==> src/rtl/rx9_io80_pkg.sv <==
// Shared constants, state type and lane-slicing helper for the 9-lane
// 10-to-80 LVDS receive reassembly block.
package rx9_io80_pkg;

  localparam int NUM_LANES = 9;
  localparam int BEAT_W    = 10;
  localparam int BEATS     = 8;
  localparam int WORD_W    = 80;

  // Phase value on which the final beat of a word is present at the input.
  localparam logic [2:0] LAST_PH = 3'(BEATS - 1);

  // Training word the transmitter repeats on every lane while aligning.
  localparam logic [WORD_W-1:0] SYNC_WORD_DEF = 80'hBC5A3C96F00FA55AC3E1;

  typedef enum logic [1:0] {
    IDLE    = 2'd0,
    HUNT    = 2'd1,
    CONFIRM = 2'd2,
    LOCKED  = 2'd3
  } state_e;

  // Extract one lane's 10-bit beat from the flat receiver bus.
  function automatic logic [BEAT_W-1:0] lane_beat(
    input logic [NUM_LANES*BEAT_W-1:0] rx,
    input int                          lane
  );
    return rx[lane*BEAT_W +: BEAT_W];
  endfunction

endpackage

==> src/rtl/rx9_io80_demux_10_80.sv <==
// One lane of the receive path: an 8-beat shift register, a compare of the
// current 8-beat window against the training word, and an 80-bit output
// register loaded when the top level signals a word boundary.
module demux_10_80
  import rx9_io80_pkg::*;
#(
  parameter logic [WORD_W-1:0] SYNC_WORD = SYNC_WORD_DEF
) (
  input  logic              clk_i,
  input  logic              rst_i,
  input  logic [BEAT_W-1:0] beat_i,
  input  logic              cap_en_i,
  output logic              match_o,
  output logic [WORD_W-1:0] word_o
);

  logic [WORD_W-1:0] sr_q;
  logic [WORD_W-1:0] sr_d;
  logic [WORD_W-1:0] cap_q;
  logic [WORD_W-1:0] cap_d;

  // Window including this cycle's beat: newest beat enters at the top, so
  // after eight beats the first one of the word sits in bits [9:0].
  always_comb begin
    sr_d = {beat_i, sr_q[WORD_W-1:BEAT_W]};
  end

  // Shift register runs every cycle regardless of alignment state.
  always_ff @(posedge clk_i) begin
    if (rst_i) begin
      sr_q <= {WORD_W{1'b0}};
    end else begin
      sr_q <= sr_d;
    end
  end

  // Output word loads the completed window on a boundary, otherwise holds.
  always_comb begin
    if (cap_en_i) begin
      cap_d = sr_d;
    end else begin
      cap_d = cap_q;
    end
  end

  // Output word register.
  always_ff @(posedge clk_i) begin
    if (rst_i) begin
      cap_q <= {WORD_W{1'b0}};
    end else begin
      cap_q <= cap_d;
    end
  end

  // Compare uses the window that ends with the beat present this cycle, so a
  // hit means the next beat starts a new word.
  assign match_o = (sr_d == SYNC_WORD);
  assign word_o  = cap_q;

endmodule

==> src/rtl/rx9_io80.sv <==
// 9-lane receive reassembly: per-lane 10-to-80 demux plus the alignment
// FSM (hunt for the training word on all lanes, confirm it on consecutive
// word boundaries, then deliver one word per lane every 8 cycles).
module rx9_io80
  import rx9_io80_pkg::*;
#(
  parameter logic [WORD_W-1:0] SYNC_WORD   = SYNC_WORD_DEF,
  parameter int                CONFIRM_CNT = 4
) (
  input  logic                        I_clk,
  input  logic                        I_rst,
  input  logic                        I_rx_locked,
  input  logic                        I_realign,
  input  logic [NUM_LANES*BEAT_W-1:0] I_rx_in,
  output logic [WORD_W-1:0]           o0_p,
  output logic [WORD_W-1:0]           o1_p,
  output logic [WORD_W-1:0]           o2_p,
  output logic [WORD_W-1:0]           o3_p,
  output logic [WORD_W-1:0]           o4_p,
  output logic [WORD_W-1:0]           o5_p,
  output logic [WORD_W-1:0]           o6_p,
  output logic [WORD_W-1:0]           o7_p,
  output logic [WORD_W-1:0]           o8_p,
  output logic                        O_valid,
  output logic                        O_aligned,
  output logic                        O_skew_err
);

  localparam logic [3:0] CONFIRM_TGT = 4'(CONFIRM_CNT);

  state_e            state_q;
  state_e            state_d;
  logic [2:0]        ph_q;
  logic [2:0]        ph_d;
  logic [3:0]        cnt_q;
  logic [3:0]        cnt_d;
  logic              valid_q;
  logic              valid_d;
  logic              aligned_q;
  logic              aligned_d;
  logic              skew_q;
  logic              skew_d;
  logic              cap_en_s;
  logic              all_match_s;
  logic              any_match_s;
  logic [NUM_LANES-1:0] match_s;
  logic [WORD_W-1:0] word_s [NUM_LANES];

  for (genvar g = 0; g < NUM_LANES; g++) begin : g_lane
    demux_10_80 #(
      .SYNC_WORD (SYNC_WORD)
    ) u_demux (
      .clk_i    (I_clk),
      .rst_i    (I_rst),
      .beat_i   (lane_beat(I_rx_in, g)),
      .cap_en_i (cap_en_s),
      .match_o  (match_s[g]),
      .word_o   (word_s[g])
    );
  end

  assign all_match_s = &match_s;
  assign any_match_s = |match_s;

  // Next state, phase, confirm count, skew flag and capture strobe.
  always_comb begin
    state_d  = state_q;
    ph_d     = ph_q + 3'd1;
    cnt_d    = cnt_q;
    skew_d   = skew_q;
    valid_d  = 1'b0;
    cap_en_s = 1'b0;
    if (!I_rx_locked) begin
      // Losing PLL lock overrides everything, including a pending capture.
      state_d = IDLE;
      cnt_d   = 4'd0;
    end else if (I_realign && (state_q != IDLE)) begin
      // Realign wins over a same-cycle capture.
      state_d = HUNT;
      cnt_d   = 4'd0;
      skew_d  = 1'b0;
    end else begin
      case (state_q)
        IDLE: begin
          state_d = HUNT;
        end
        HUNT: begin
          if (all_match_s) begin
            // Next beat starts a word: restart the phase there.
            ph_d  = 3'd0;
            cnt_d = 4'd1;
            if (CONFIRM_TGT == 4'd1) begin
              state_d = LOCKED;
            end else begin
              state_d = CONFIRM;
            end
          end else if (any_match_s) begin
            skew_d = 1'b1;
          end else begin
            skew_d = skew_q;
          end
        end
        CONFIRM: begin
          if (ph_q == LAST_PH) begin
            if (all_match_s) begin
              cnt_d = cnt_q + 4'd1;
              if ((cnt_q + 4'd1) == CONFIRM_TGT) begin
                state_d = LOCKED;
              end else begin
                state_d = CONFIRM;
              end
            end else begin
              state_d = HUNT;
              cnt_d   = 4'd0;
            end
          end else begin
            state_d = CONFIRM;
          end
        end
        LOCKED: begin
          if (ph_q == LAST_PH) begin
            cap_en_s = 1'b1;
            valid_d  = 1'b1;
          end else begin
            cap_en_s = 1'b0;
          end
        end
        default: begin
          state_d = IDLE;
          cnt_d   = 4'd0;
        end
      endcase
    end
    aligned_d = (state_d == LOCKED);
  end

  // Control registers with synchronous reset.
  always_ff @(posedge I_clk) begin
    if (I_rst) begin
      state_q   <= IDLE;
      ph_q      <= 3'd0;
      cnt_q     <= 4'd0;
      valid_q   <= 1'b0;
      aligned_q <= 1'b0;
      skew_q    <= 1'b0;
    end else begin
      state_q   <= state_d;
      ph_q      <= ph_d;
      cnt_q     <= cnt_d;
      valid_q   <= valid_d;
      aligned_q <= aligned_d;
      skew_q    <= skew_d;
    end
  end

  assign o0_p       = word_s[0];
  assign o1_p       = word_s[1];
  assign o2_p       = word_s[2];
  assign o3_p       = word_s[3];
  assign o4_p       = word_s[4];
  assign o5_p       = word_s[5];
  assign o6_p       = word_s[6];
  assign o7_p       = word_s[7];
  assign o8_p       = word_s[8];
  assign O_valid    = valid_q;
  assign O_aligned  = aligned_q;
  assign O_skew_err = skew_q;

endmodule

==> config.mk <==
export PLATFORM = sky130hd
export DESIGN_NAME = rx9_io80
export DESIGN_NICKNAME = d
export VERILOG_FILES = /design/src/rtl/rx9_io80_pkg.sv /design/src/rtl/rx9_io80_demux_10_80.sv /design/src/rtl/rx9_io80.sv
export SDC_FILE = /design/constraint.sdc
export NUM_CORES = 2
export LEC_CHECK = 0
export BUFFER_PORTS_ARGS = -buffer_cell sky130_fd_sc_hd__buf_2
export CELL_PAD_IN_SITES_DETAIL_PLACEMENT = 1
export CELL_PAD_IN_SITES_GLOBAL_PLACEMENT = 1
export CORE_MARGIN = 3
export CORE_UTILIZATION = 46
export CTS_CLUSTER_DIAMETER = 80
export DETAILED_ROUTE_END_ITERATION = 8
export GPL_TIMING_DRIVEN = 0
export MAX_ROUTING_LAYER = met4
export PLACE_DENSITY_LB_ADDON = 0.1
export REMOVE_ABC_BUFFERS = 1
export SETUP_SLACK_MARGIN = 0.1
export SLEW_MARGIN = 15
export SYNTH_ARGS = -nofsm -noshare
export SYNTH_HDL_FRONTEND = slang
export SYNTH_HIERARCHICAL = 1
export SYNTH_SLANG_ARGS = --single-unit
==> constraint.sdc <==
create_clock -name I_clk -period 4.9 [get_ports I_clk]
set_input_delay 0.49 -clock I_clk [delete_from_list [all_inputs] [get_ports I_clk]]
set_output_delay 0.49 -clock I_clk [all_outputs]
set_load 0.02 [all_outputs]
* After elaboration in Yosys (flattened, before gate mapping)
Cells that the tools add are included.
Word-level totals: output and inout port bits 723, input bits 94, register bits 1452, logic and storage cells 79
Operators by class: equal/unequal tests 18, reduce and logical (&&, ||, !) cells 11, muxes and demuxes 23, $add $sub $neg 2, bitwise operators 1
Operators with widths (number):
- 80-bit == test (second input constant) | 9
- 3-bit 2-to-1 mux | 4
- 4-bit 2-to-1 mux | 3
- 2-bit 2-to-1 mux | 5
- 1-bit 2-to-1 mux | 9
- 9-bit AND reduction | 1
- 9-bit OR reduction | 1
- 4-bit one-hot mux with 2 select lines | 1
- 2-bit nonzero test | 4
- 2-bit == test (second input constant) | 3
- 2-bit one-hot mux with 3 select lines | 1
- 4-bit by 1-bit adder with 4-bit output (second input constant) | 1
- 4-bit by 3-bit == test with 1-bit output (second input constant) | 1
- 2-bit != test (second input constant) | 2
- 4-bit AND reduction | 1
- 3-bit by 1-bit adder with 3-bit output (second input constant) | 1
- 3-bit == test (second input constant) | 1
- 3-bit AND reduction | 1
- 3-bit OR reduction | 1
- 2-bit by 1-bit == test with 1-bit output (second input constant) | 1
- 2-bit zero test | 1
- 2-bit by 1-bit != test with 1-bit output (second input constant) | 1
- 1-bit logical AND | 1
- 1-bit inverter | 1

* Depth between registers and ports, before layout
word-level depth 9, mapped depth 8, depth with buffers taken out 8

* Cells and area by module
Netlist, hierarchy kept.
By module, submodules not included:
- demux_10_80 | area an instance 4883.4 sq um, cells each 435, times used 9, sequential area each 3002.9 sq um
- rx9_io80 | area an instance 628.1 sq um, cells each 69, times used 1, sequential area each 240.2 sq um

* Worst setup path after synthesis
No wires, ideal clock.
path kind reg2reg, start point reg g_lane[7].u_demux.sr_q[51], end point reg cnt_q[3], data required time 4832 ps, slack 2366 ps, setup time 68 ps, buffers on the path 0, data arrival time 2466 ps, cell stages (with the launch flop) 9, cell sequence dfxtp_1 or4b_1 nor4_2 nand4_1 nor4_2 nand4_1 or3_4 or3_4 a21oi_2
Between the ends: word-level cells in the longest chain between the ends 5
Ends and longest elaborated chain:
- from (decl) | RTL line rx9_io80_demux_10_80.sv:17 | logic [WORD_W-1:0] sr_q;
- from (signal assigned) | RTL line rx9_io80_demux_10_80.sv:31 | sr_q <= {WORD_W{1'b0}};
- from (signal assigned) | RTL line rx9_io80_demux_10_80.sv:33 | sr_q <= sr_d;
- 80-bit == test * | RTL line rx9_io80_demux_10_80.sv:57 | assign match_o = (sr_d == SYNC_WORD);
- net match_s[7] | RTL line rx9_io80.sv:46 | logic [NUM_LANES-1:0] match_s;
- 9-bit AND reduction * | RTL line rx9_io80.sv:62 | assign all_match_s = &match_s;
- 4-bit 2-to-1 mux | RTL line rx9_io80.sv:105 | if (all_match_s) begin
- 4-bit 2-to-1 mux | RTL line rx9_io80.sv:104 | if (ph_q == LAST_PH) begin
- 4-bit one-hot mux with 2 select lines | RTL line rx9_io80.sv:83 | case (state_q)
- to (signal assigned) | RTL line rx9_io80.sv:149 | cnt_q <= cnt_d;
- to (decl) | RTL line rx9_io80.sv:35 | logic [3:0] cnt_q;
Mark *: on every way through the listed nets, which the timed path passes. The rest lies on a longest branch. The select of a mux whose other input is x is not followed. A chain may end at the register's enable or synchronous reset.

* Worst setup path after layout
start point reg ph_q[0], end point reg g_lane[2].u_demux.cap_q[50]
Between the ends: word-level cells in the longest chain between the ends 5
Ends and longest elaborated chain:
- from (decl) | RTL line rx9_io80.sv:33 | logic [2:0] ph_q;
- from (signal assigned) | RTL line rx9_io80.sv:148 | ph_q <= ph_d;
- 3-bit == test | RTL line rx9_io80.sv:121 | if (ph_q == LAST_PH) begin
- 1-bit 2-to-1 mux | RTL line rx9_io80.sv:121
- 1-bit 2-to-1 mux (3 in a row)
- net cap_en_s | RTL line rx9_io80.sv:43 | logic cap_en_s;
- to (signal assigned) | RTL line rx9_io80_demux_10_80.sv:49 | cap_q <= {WORD_W{1'b0}};
- to (signal assigned) | RTL line rx9_io80_demux_10_80.sv:51 | cap_q <= cap_d;
- to (decl) | RTL line rx9_io80_demux_10_80.sv:19 | logic [WORD_W-1:0] cap_q;
The timed path passes the listed nets, and every way through them passes these cells.

==> out/results.ini <==
[clock_tree]
cts_tree = yes
insertion_delay_ns = 0.73
cts_sinks = 1362
root_buffer = clkbuf_16
cts_buffers = 142
htreeDepth = 4
cts_resized = 0
clk_path_buf_depth = 3
clk_pin_slew_ns = 0.06

[sta]
finalCriticalPeriod_ns = 3.795
finalHoldViolCount = 0
setup_slack_ns = 1.105
rsz0062_at_grt = no
finalSetupTns_ns = 0
tightest_slew_ns = 1.034
fmax_mhz = 263.5
setup_viol = 0
skew_ns = 0.02057
post-route-period-util = 0.7744
final_max_slew_viol_count = 0
relSlewSlack = 0.3010

[placed_design]
io_buffers = 816
dp_hpwl_um = 98750
place_area_um2 = 50460
pre_cts_ws_ns = 1.074
gp_congestion = 0.8171

[grt]
grt_antenna_before_repair = 2
grt_max_degree = 193
grt_pass1_wl_um = 197400
first_global_vias = 32440
gr-total-overflow = 0
grt_use_total = 0.2635

[route]
wirelength_um = 133500
drc = 0
vias = 31290
drt_iter0_drc = 1683
wl_per_cell_um = 21.33
avgViaCountPerCell = 5.002
drtAntennaViolNets = 0
drt_pass1_iterations = 5

[layout]
syn_to_final_growth_pct = 24.67
fin_util = 0.5815
fillers = 10210
final_area_um2 = 55580
drive_above_1_share = 0.2370
final_nets = 4980

[status]
outcome = completed

[synth]
synthFlopType = dfxtp_1
ys_seq_area_frac = 0.6116
synth-edff-count = 0
syn_area_um2 = 44580
yosys-top-cells-area = dfxtp_1 61%, mux2i_1 16%, nor2b_1 8.7%, nor2_1 6.1%, clkbuf_1 1.1%
yosys.cell_types.count = 43
synthCells = 3984
yosys.area.top_type = dfxtp_1
ys_ff_latch = 1362
syn_area_per_cell_um2 = 11.19
synth_top_area_share = 0.6116
ys.warnings.count = 6
ys_async_sr_fraction = 0

[die]
core_area_um2 = 95580
die_width_um = 317.3
dieArea_um2 = 100700
start_util = 0.4664
die-height_um = 317.3
fp-row-count = 113
top_level_ports = 817

[worst_setup_path]
path_max_fanout = 9
cp_data_required_time_ns = 5.48
worstSetupPathType = flip-flop to flip-flop
crit_path_end_kind = flip-flop
cp-start-kind = flip-flop
worstPathArrival_ns = 4.38

[power_and_ir_drop]
vdd_drop_max_uv = 311.3
p_leak_nw = 22.54
p_per_area_nw_per_um2 = 401.4

[job]
cap_violations = 0

[min_path]
min_path_type = primary input to flip-flop

-- placed cells by master, fill, tap and decap left out, types with 38 or more instances in the layout --
master         synthesis  layout
dfxtp_1             1362    1362
buf_2                 72     815
nor2_1               722     722
mux2i_1              721     721
nor2b_1              623     623
clkbuf_16              0     149
buf_4                  0      77
dlygate4sd3_1          0      48
nand2_1               42      42
clkbuf_1             126      41
nand4_1               38      38
clkbuf_8               0      38
-- worst paths after layout --
kind	from	end	slack, ns	cells past startpoint
setup / recovery	ph_q[0]	g_lane[2].u_demux/word_o[50]	1.11	17
hold / removal	I_rx_in[85]	g_lane[8].u_demux/sr_q[75]	0.05	2
setup reg to reg	ph_q[0]	g_lane[2].u_demux/word_o[50]	1.11	17
hold reg to reg	ph_q[0]	ph_q[0]	0.44	1
-- registers in the layout (all words and copies together), names as in the netlist --
signal	flops
O_aligned	1
O_valid	1
ph_q	3
O_skew_err	1
g_lane.u_demux/sr_q	630
g_lane.u_demux/word_o	720
cnt_q	4
state_q	2
-- per-stage QoR --
stage	hold slack [ns]	total power, mW	cells
global route	0.03150	23.08	6255
floorplan	0.4020	11.61	3759
detailed placement	0.4396	11.94	5956
CTS	0.0006044	22.56	6253
global placement	0.4202	11.95	5840
finish	0.04988	22.31	6256
-- synth_stat cells, drive strengths merged (3+ instances only) --
library cell,number
nand4b,27
nor2b,632
a21oi,4
nand4bb,9
or4b,9
nand4,38
dfxtp,1362
or3,3
nor4,47
nor2,722
clkbuf,126
and4b,18
nand3b,3
nand3,14
nor4b,28
nor4bb,27
mux2i,721
and4bb,9
nand2,42
nor3,19
ha,3
buf,99
-- layer usage --
metal	global-route usage	vias to the layer above	routed length, um
met1	0.2807	15250	51010
met2	0.4549	742	67100
met4	0.1082	0	5788
met3	0.08029	248	9549
li1	-	15050	-
met5	-	-	0
-- critical path, cell delays in order, from the launching register on --
cell     delay, ns
dfxtp_1       0.34
ha_1          0.15
ha_1          0.25
nand3_1       0.14
nor3b_2       0.29
buf_4         0.26
buf_4         0.22
buf_4         0.22
buf_4         0.18
buf_4         0.19
buf_6         0.17
buf_6         0.15
buf_4         0.21
buf_4         0.23
buf_4         0.23
buf_6         0.17
mux2i_1       0.19
nor2_1        0.06
-- area by class of cell --
type	instances	area, um^2	share of cell area
Tap cell	1265	1583	0.02848
Sequential cell	1362	27270	0.4906
Antenna cell	3	7.507	0.0001351
Inverter	2	7.507	0.0001351
Timing Repair Buffer	980	5710	0.1027
Multi-Input combinational cell	2395	16380	0.2946
Clock buffer	228	4405	0.07927
Clock inverter	21	222.7	0.004007
-- report_power, final --
part,total [mW],switching (mW),internal [mW]
Clock,10.6,4.30,6.29
Sequential,11.3,0.104,11.2
Combinational,0.423,0.264,0.159
Total,22.3,4.66,17.6
-- what timing repair did --
| item | 4_1_cts | 5_1_grt |
|---|---|---|
| hold buffers | 48 | 0 |
| setup buffers | 0 | 0 |
| endpoints found under the hold margin | 63 | 0 |
-- cells by family after synthesis --
group,synth area share
xor+xnor,0.0001965
buf+inv,0.02113
mux,0.1619
simple gates,0.2020
flops,0.6116
compound gates,0.002330
fa+ha+maj,0.0008421
No activity file was read; power rests on OpenSTA's default activity.
